==> config.mk <==
export PLATFORM = sky130hd
export DESIGN_NAME = lcd_bus_ctrl
export DESIGN_NICKNAME = d
export VERILOG_FILES = /design/src/rtl/lcd_bus_ctrl.sv
export SDC_FILE = /design/constraint.sdc
export NUM_CORES = 1
export LEC_CHECK = 0
export BUFFER_PORTS_ARGS = -buffer_cell sky130_fd_sc_hd__clkbuf_2
export CORE_MARGIN = 2
export CORE_UTILIZATION = 55
export CTS_CLUSTER_DIAMETER = 200
export CTS_CLUSTER_SIZE = 12
export DETAILED_ROUTE_END_ITERATION = 8
export HOLD_SLACK_MARGIN = 0.03
export PLACE_DENSITY = 0.8
export SYNTH_ARGS = -nofsm -noshare
export SYNTH_HDL_FRONTEND = slang
export SYNTH_SLANG_ARGS = --single-unit
==> constraint.sdc <==
create_clock -name iCLK -period 2.56 [get_ports iCLK]
set_clock_uncertainty 0.2 [all_clocks]
set_input_delay 0.64 -clock iCLK [delete_from_list [all_inputs] [get_ports iCLK]]
set_output_delay 0.64 -clock iCLK [all_outputs]
set_load 0.01 [all_outputs]
==> src/rtl/lcd_bus_ctrl.sv <==
// ---------------------------------------------------------------------------
// lcd_bus_ctrl
// HD44780-style character-LCD bus controller. Accepts one command/data
// transfer at a time from the LCD command sequencer and sequences the panel
// RS/RW/EN/data lines with programmable setup, enable, hold and execution
// times. Supports 8-bit and 4-bit bus modes, writes and reads (busy flag or
// DDRAM/CGRAM data). Clear/home commands get a long execution wait.
//
// Ports
//   iCLK, iRST      : clock, synchronous active-high reset
//   iDATA/iRS/iRW   : byte, register select and direction, latched on iStart
//   iStart/oReady   : request handshake (iStart only looked at while oReady)
//   oDone           : one-cycle pulse at the end of each transfer
//   oRDATA          : byte returned by the last read
//   LCD_DATA_O/_OE  : panel data out and drive enable (tristate is external)
//   LCD_DATA_I      : panel data in
//   LCD_RW/RS/EN    : panel control lines
// All outputs come straight from flops.
// ---------------------------------------------------------------------------
module lcd_bus_ctrl #(
    parameter int DATA_MODE   = 8,
    parameter int T_SETUP     = 2,
    parameter int T_EN        = 16,
    parameter int T_HOLD      = 2,
    parameter int T_EXEC      = 2000,
    parameter int T_EXEC_LONG = 80000,
    parameter int CNT_W       = 17
) (
    input  logic       iCLK,
    input  logic       iRST,
    input  logic [7:0] iDATA,
    input  logic       iRS,
    input  logic       iRW,
    input  logic       iStart,
    output logic       oReady,
    output logic       oDone,
    output logic [7:0] oRDATA,
    output logic [7:0] LCD_DATA_O,
    output logic       LCD_DATA_OE,
    input  logic [7:0] LCD_DATA_I,
    output logic       LCD_RW,
    output logic       LCD_RS,
    output logic       LCD_EN
);

    localparam logic             FOUR_BIT = (DATA_MODE == 4) ? 1'b1 : 1'b0;
    // Counter reload values: a phase of N cycles counts N-1 down to 0.
    localparam logic [CNT_W-1:0] C_SETUP  = CNT_W'(T_SETUP - 1);
    localparam logic [CNT_W-1:0] C_EN     = CNT_W'(T_EN - 1);
    localparam logic [CNT_W-1:0] C_HOLD   = CNT_W'(T_HOLD - 1);
    localparam logic [CNT_W-1:0] C_EXEC   = CNT_W'(T_EXEC - 1);
    localparam logic [CNT_W-1:0] C_EXEC_L = CNT_W'(T_EXEC_LONG - 1);

    typedef enum logic [2:0] {
        S_IDLE    = 3'd0,
        S_SETUP   = 3'd1,
        S_EN_HIGH = 3'd2,
        S_HOLD    = 3'd3,
        S_EXEC    = 3'd4,
        S_DONE    = 3'd5
    } state_t;

    // Clear display (0x01) and return home (0x02/0x03) need the long wait;
    // only instruction-register writes qualify.
    function automatic logic is_long_cmd(input logic [7:0] b, input logic rs, input logic rw);
        return (~rs) & (~rw) & ((b == 8'h01) | (b == 8'h02) | (b == 8'h03));
    endfunction

    state_t           r_state;
    state_t           w_state_nxt;
    logic [CNT_W-1:0] r_cnt;
    logic [CNT_W-1:0] w_cnt_nxt;
    logic             w_cnt_zero;

    // Latched transfer and registered outputs, plus their next values.
    logic [7:0] r_byte,   w_byte_nxt;
    logic       r_rs,     w_rs_nxt;
    logic       r_rw,     w_rw_nxt;
    logic       r_nib,    w_nib_nxt;
    logic       r_ready,  w_ready_nxt;
    logic       r_done,   w_done_nxt;
    logic [7:0] r_rdata,  w_rdata_nxt;
    logic [7:0] r_dout,   w_dout_nxt;
    logic       r_oe,     w_oe_nxt;
    logic       r_en,     w_en_nxt;

    assign w_cnt_zero = (r_cnt == {CNT_W{1'b0}});

    // State register and phase counter.
    always_ff @(posedge iCLK) begin
        if (iRST) begin
            r_state <= S_IDLE;
            r_cnt   <= {CNT_W{1'b0}};
        end else begin
            r_state <= w_state_nxt;
            r_cnt   <= w_cnt_nxt;
        end
    end

    // Next-state and counter reload logic.
    always_comb begin
        w_state_nxt = r_state;
        w_cnt_nxt   = r_cnt;
        case (r_state)
            S_IDLE: begin
                if (iStart) begin
                    w_state_nxt = S_SETUP;
                    w_cnt_nxt   = C_SETUP;
                end else begin
                    w_state_nxt = S_IDLE;
                end
            end
            S_SETUP: begin
                if (w_cnt_zero) begin
                    w_state_nxt = S_EN_HIGH;
                    w_cnt_nxt   = C_EN;
                end else begin
                    w_cnt_nxt = r_cnt - {{(CNT_W-1){1'b0}}, 1'b1};
                end
            end
            S_EN_HIGH: begin
                if (w_cnt_zero) begin
                    w_state_nxt = S_HOLD;
                    w_cnt_nxt   = C_HOLD;
                end else begin
                    w_cnt_nxt = r_cnt - {{(CNT_W-1){1'b0}}, 1'b1};
                end
            end
            S_HOLD: begin
                if (w_cnt_zero) begin
                    if (FOUR_BIT && !r_nib) begin
                        // second nibble of the same byte
                        w_state_nxt = S_SETUP;
                        w_cnt_nxt   = C_SETUP;
                    end else if (r_rw) begin
                        w_state_nxt = S_DONE;
                    end else begin
                        w_state_nxt = S_EXEC;
                        w_cnt_nxt   = is_long_cmd(r_byte, r_rs, r_rw) ? C_EXEC_L : C_EXEC;
                    end
                end else begin
                    w_cnt_nxt = r_cnt - {{(CNT_W-1){1'b0}}, 1'b1};
                end
            end
            S_EXEC: begin
                if (w_cnt_zero) begin
                    w_state_nxt = S_DONE;
                end else begin
                    w_cnt_nxt = r_cnt - {{(CNT_W-1){1'b0}}, 1'b1};
                end
            end
            S_DONE: begin
                w_state_nxt = S_IDLE;
            end
            default: begin
                w_state_nxt = S_IDLE;
                w_cnt_nxt   = {CNT_W{1'b0}};
            end
        endcase
    end

    // Next values of the latched transfer and the registered outputs.
    always_comb begin
        w_byte_nxt  = r_byte;
        w_rs_nxt    = r_rs;
        w_rw_nxt    = r_rw;
        w_nib_nxt   = r_nib;
        w_ready_nxt = r_ready;
        w_done_nxt  = 1'b0;
        w_rdata_nxt = r_rdata;
        w_dout_nxt  = r_dout;
        w_oe_nxt    = r_oe;
        w_en_nxt    = r_en;
        case (r_state)
            S_IDLE: begin
                if (iStart) begin
                    w_byte_nxt  = iDATA;
                    w_rs_nxt    = iRS;
                    w_rw_nxt    = iRW;
                    w_ready_nxt = 1'b0;
                    w_oe_nxt    = ~iRW;
                    w_dout_nxt  = FOUR_BIT ? {iDATA[7:4], 4'h0} : iDATA;
                end else begin
                    w_ready_nxt = 1'b1;
                end
            end
            S_SETUP: begin
                if (w_cnt_zero) begin
                    w_en_nxt = 1'b1;
                end else begin
                    w_en_nxt = 1'b0;
                end
            end
            S_EN_HIGH: begin
                if (w_cnt_zero) begin
                    w_en_nxt = 1'b0;
                    // read data is taken on the edge that drops EN
                    if (r_rw) begin
                        if (!FOUR_BIT) begin
                            w_rdata_nxt = LCD_DATA_I;
                        end else if (!r_nib) begin
                            w_rdata_nxt = {LCD_DATA_I[7:4], r_rdata[3:0]};
                        end else begin
                            w_rdata_nxt = {r_rdata[7:4], LCD_DATA_I[7:4]};
                        end
                    end else begin
                        w_rdata_nxt = r_rdata;
                    end
                end else begin
                    w_en_nxt = 1'b1;
                end
            end
            S_HOLD: begin
                if (w_cnt_zero) begin
                    if (FOUR_BIT && !r_nib) begin
                        w_nib_nxt  = 1'b1;
                        w_dout_nxt = {r_byte[3:0], 4'h0};
                    end else if (r_rw) begin
                        w_done_nxt = 1'b1;
                    end else begin
                        w_oe_nxt = 1'b0;
                    end
                end else begin
                    w_en_nxt = 1'b0;
                end
            end
            S_EXEC: begin
                if (w_cnt_zero) begin
                    w_done_nxt = 1'b1;
                end else begin
                    w_done_nxt = 1'b0;
                end
            end
            S_DONE: begin
                w_nib_nxt   = 1'b0;
                w_ready_nxt = 1'b1;
            end
            default: begin
                w_nib_nxt   = 1'b0;
                w_ready_nxt = 1'b1;
                w_en_nxt    = 1'b0;
                w_oe_nxt    = 1'b0;
            end
        endcase
    end

    // Output and transfer-latch registers.
    always_ff @(posedge iCLK) begin
        if (iRST) begin
            r_byte  <= 8'h00;
            r_rs    <= 1'b0;
            r_rw    <= 1'b0;
            r_nib   <= 1'b0;
            r_ready <= 1'b1;
            r_done  <= 1'b0;
            r_rdata <= 8'h00;
            r_dout  <= 8'h00;
            r_oe    <= 1'b0;
            r_en    <= 1'b0;
        end else begin
            r_byte  <= w_byte_nxt;
            r_rs    <= w_rs_nxt;
            r_rw    <= w_rw_nxt;
            r_nib   <= w_nib_nxt;
            r_ready <= w_ready_nxt;
            r_done  <= w_done_nxt;
            r_rdata <= w_rdata_nxt;
            r_dout  <= w_dout_nxt;
            r_oe    <= w_oe_nxt;
            r_en    <= w_en_nxt;
        end
    end

    assign oReady      = r_ready;
    assign oDone       = r_done;
    assign oRDATA      = r_rdata;
    assign LCD_DATA_O  = r_dout;
    assign LCD_DATA_OE = r_oe;
    assign LCD_RW      = r_rw;
    assign LCD_RS      = r_rs;
    assign LCD_EN      = r_en;

endmodule

# [Yosys cells after proc, flatten, opt, wreduce, memory -nomap -nowiden]
# Cells that the tools add are included.
[op_classes] n_addsub=1 n_mul=0 div=0 n_lt_le_gt_ge=0 n_eq_ne=17 shifts=0 mux=28 bitwise_logic=10 reduce_logical=11
[op_table] operator="two-way mux 17 bit" n=7
[op_table] operator="one-hot mux 17 bit (6 select lines)" n=1
[op_table] operator="logical NOT 17 bit" n=1
[op_table] operator="subtractor 17 x 1 -> 17 bit, second input constant" n=1
[op_table] operator="== test 8 x 2 -> 1 bit, second input constant" n=2
[op_table] operator="!= test 2 bit, second input constant" n=8
[op_table] operator="one-hot mux 3 bit (5 select lines)" n=1
[op_table] operator="two-way mux 3 bit" n=4
[op_table] operator="AND reduction 4 bit" n=3
[op_table] operator="two-way mux 1 bit" n=11
[op_table] operator="== test 8 x 1 -> 1 bit, second input constant" n=1
[op_table] operator="OR reduction 4 bit" n=2
[op_table] operator="== test 3 x 2 -> 1 bit, second input constant" n=2
[op_table] operator="== test 3 bit, second input constant" n=2
[op_table] operator="NOT 1 bit" n=6
[op_table] operator="one-hot mux 1 bit (2 select lines)" n=2
[op_table] operator="one-hot mux 1 bit (4 select lines)" n=1
[op_table] operator="AND reduction 2 bit" n=2
[op_table] operator="== test 3 x 1 -> 1 bit, second input constant" n=1
[op_table] operator="logical NOT 3 bit" n=1
[op_table] operator="!= test 3 bit, second input constant" n=1
[op_table] operator="one-hot mux 1 bit (3 select lines)" n=1
[op_table] operator="AND reduction 3 bit" n=1
[op_table] operator="OR reduction 3 bit" n=1
[op_table] operator="2 further kinds" n=4
[totals] reg_bits=42 latchBits=0 ramBits=0 romBits=0 input_bits=21 out_inout_bits=22 wordCells=77 n_memories=0

# [Depth between registers and ports, before layout]
[logic_depth] ltp_word=8 mapped_depth=10 depth_no_buf=8

# [Worst setup path before layout]
# OpenSTA, ideal clock, no wires.
[synth_timing] kind="register to register" startpoint="register r_cnt[0]" endpoint="register r_cnt[7]" setup_ns=0.074 arrival_time_ns=2.026 required_time_ns=2.286 setup_slack_ns=0.260 stages_incl_launch_ff=8 n_path_buf=0 synth_period_minus_slack_ns=2.300 cell_sequence="dfxtp_1 inv_1 ha_1 nor3b_2 nand4b_2 or3_4 or3_4 a31oi_1"
[synth_via] elab_chain_len=3 word_cells_on_any_way=10 classes_between="1 x add/sub; 2 x eq/ne; 5 x mux; 2 x reduce/logical"
[synth_lines] element="start, declared" line_no="71" text="logic [CNT_W-1:0] r_cnt;"
[synth_lines] element="start signal, assigned" line_no="93" text="r_cnt <= {CNT_W{1'b0}};"
[synth_lines] element="start signal, assigned" line_no="96" text="r_cnt <= w_cnt_nxt;"
[synth_lines] element="subtractor 17 x 1 -> 17 bit or logical NOT 17 bit (tied branches)"
[synth_lines] element="two-way mux 17 bit, or another cell as far along" line_no="146" text="if (w_cnt_zero) begin"
[synth_lines] element="one-hot mux 17 bit (6 select lines) or AND reduction 4 bit (tied branches)"
# Several ways; a longest one is shown, not always the timed one. The select of a mux whose other input is x is not followed.
# A chain may end at the register's enable or synchronous reset.

# [Final worst setup path]
[layout_timing] startpoint="register r_cnt[0]" endpoint="register r_rdata[7], in the netlist oRDATA[7]"
[layout_via] elab_chain_len=2
[layout_lines] element="logical NOT 17 bit" line_no="87" text="assign w_cnt_zero = (r_cnt == {CNT_W{1'b0}});"
[layout_lines] element="AND reduction 3 bit (no source line)"
[layout_lines] element="end signal, assigned" line_no="267" text="r_rdata <= w_rdata_nxt;"
[layout_lines] element="end, declared" line_no="82" text="logic [7:0] r_rdata, w_rdata_nxt;"
# Every way passes these cells.

==> run metrics <==
clk sink count=42; Starting Density=56.6%; Comb pwr share=about 65%; Synth async-reset ratio=0%; clock buffer count from CTS=5; Fin. Hold Viols=0; Sw Pwr=around 2200 uW; GR Overflow Total=0; initial antenna violation count=0; CTS tree=yes; CP endpoint kind=register; Yosys reg bits=42; synthesized net count=317; Crit Path Max Fanout=8; Yosys top cell area share=37.4%; Syn Inst Count=295; vias=between 2,000 and 2,500; post-synth cell types=53; Synth Cell Area=2250 um2; Worst Path Required=roughly 2.6 ns; internal power=2290 uW; Mapped Avg Cell Area=7.61 um2; post-DR wirelength/cell=14.9 um; Tcrit/Tclk final=96.3%; post-synthesis sequential area ratio=a little under two fifths; first-pass GRT wire length=~9400 um; worst hold slack=0.257 ns; most frequent cells after synthesis=57 x nand2_1, 42 x dfxtp_1, 39 x a21oi_1; worst slew pin tran=~0.55 ns; top-count cell post-synth=nand2_1; Fmax achieved=between 400 and 500 MHz; Clock Power Share=11.8%; peak supply drop=0.000868 V; final setup fails=0; sw frac=about half; Power per Cell Area=1660 nW/um2; Max Slew Vio Count=0; Sequential Power Share=23.6%; Final Power=approximately 4500 uW; WL final=5860 um; layout cell share with drive strength beyond 1=23.8%; Arr. time, crit path=2.49 ns; Hold WC Path Type=reg -> reg; Root Buffer=clkbuf_8; Ys Warns=0; run status=finished clean; routed vias/inst=5.88; I/O Pins=43; Leak=0.00106 uW; vias in the first global route=2,036; Post-route DRC=0; Skew-Pair Late Insertion Delay=0.30 ns; # nets final=around 370; Slew HR=a little under two thirds; Post-synth EDFFs=0; Main synth FF type=dfxtp_1; Die Span X=67.9 um; pin count of the biggest net entering global routing=19; Max Cap Viol=0; final core utilization=slightly below 70%; Critical Path Start Type=register; Synth-to-Final Area Change=19.9%; cell taking the most area after synthesis=dfxtp_1; Crit Path Class=reg -> reg; I/O Buffers=42; core box area=3970 um2; Iteration-0 DRC Markers=210; Clock Path Buffers=2; Die Ht=67.9 um; antenna viol nets, final=0; Max H-tree Level=2; dpl hpwl=4260 um; CTS hold repair buffers=0; drt pass-1 iters=4; Inserted Diodes=0; Final Wtd Congestion=0.883; final period demand of the worst path=between 2 and 2.5 ns; row count=23; Area contributors post-synth=dfxtp_1 37%, nand2_1 9.5%, a21oi_1 8.7%, nor2_1 3.7%, a211oi_1 2.3%; die area=4610 um2; Clock transition at path regs=about 0.080 ns; setup_tns=0 ns; Total GRT Usage=26.8%
## final timing paths
kind	slack, ns	to	cells past startpoint	start
setup reg to reg	0.1	oRDATA[7]	9	r_cnt[0]
hold / removal	0.26	oRDATA[6]	2	oRDATA[6]
setup / recovery	0.1	oRDATA[7]	9	r_cnt[0]
hold reg to reg	0.26	oRDATA[6]	2	oRDATA[6]
## timing repair
item	in CTS	in global routing
buffers inserted	0	1
endpoints found under the setup margin	0	27
gates resized for setup	0	4
## metrics by stage
stage,area (um2),setup WS (ns),std cells
after floorplan,2250,0.260,295
after global placement,2560,0.116,385
after detailed placement,2560,0.0639,385
after CTS,2670,0.0113,393
after global routing,2690,-0.0467,394
final,2690,0.0955,394
## cells by family (layout without fill, tap and decap cells)
kind of cell / Yosys count / in the layout / share of synthesized area (%)
AND/OR/NAND/NOR: 138 / 138 / 32.1
flip-flops: 42 / 42 / 37.4
multiplexers: 1 / 1 / 0.446
AO/OA/AOI/OAI: 88 / 88 / 24.2
XOR/XNOR: 3 / 3 / 1.17
adder cells (fa/ha/maj): 1 / 1 / 0.557
buffers and inverters: 22 / 71 / 4.07
## flip-flops by register name (all words and copies together), names as in the netlist
signal / count
LCD_DATA_O: 8
LCD_DATA_OE: 1
LCD_EN: 1
LCD_RS: 1
LCD_RW: 1
oDone: 1
oRDATA: 8
oReady: 1
r_cnt: 17
r_state: 3
## power by group through the flow
stage | combinational, uW | clock (uW) | sequential [uW]
after floorplan | 1980 | 0 | 1020
final | 2880 | 526 | 1050
after global routing | 3150 | 556 | 1080
after global placement | 2690 | 0 | 1050
after CTS | 2770 | 534 | 1040
after detailed placement | 2750 | 0 | 1060
## metal layers
layer  part of all wire, %  GRT usage [%]  wire [um]  vias to the layer above
li1                      -              -          -                     1162
met1                    44           33.8       2580                     1072
met2                    50           45.3       2910                       73
met3                   5.1           5.26        298                        8
met4                   1.4           9.50         84                        0
met5                     0              0          0                        -
## area by class of cell
class                           count  area (um2)
Multi-Input combinational cell    231        1330
Fill cell                         343        1280
Sequential cell                    42         841
Timing Repair Buffer               58         330
Clock buffer                        6        72.6
Tap cell                           50        62.6
Clock inverter                      2        37.5
Inverter                            5        18.8
## cells in the final DEF, fill, tap and decap left out, types with 4 or more instances in the layout
master,count
a211oi_1,7
a21oi_1,39
a31oi_1,8
buf_4,16
clkbuf_2,42
clkbuf_8,5
dfxtp_1,42
inv_1,4
nand2_1,57
nand3_1,5
nand3b_1,4
nor2_1,22
nor3_1,10
nor4_1,4
o21ai_0,9
o31ai_1,6
or2_2,4
or3_1,4
or4_1,5
## critical path: stages (launching register included)
cell	delay (ns)
dfxtp_1	0.35
inv_1	0.12
ha_2	0.21
nor3b_4	0.21
nand4b_2	0.20
or3_4	0.46
nor4_4	0.26
buf_4	0.19
nand2_1	0.06
a21oi_1	0.14
Power figures use the tool's default switching activity.
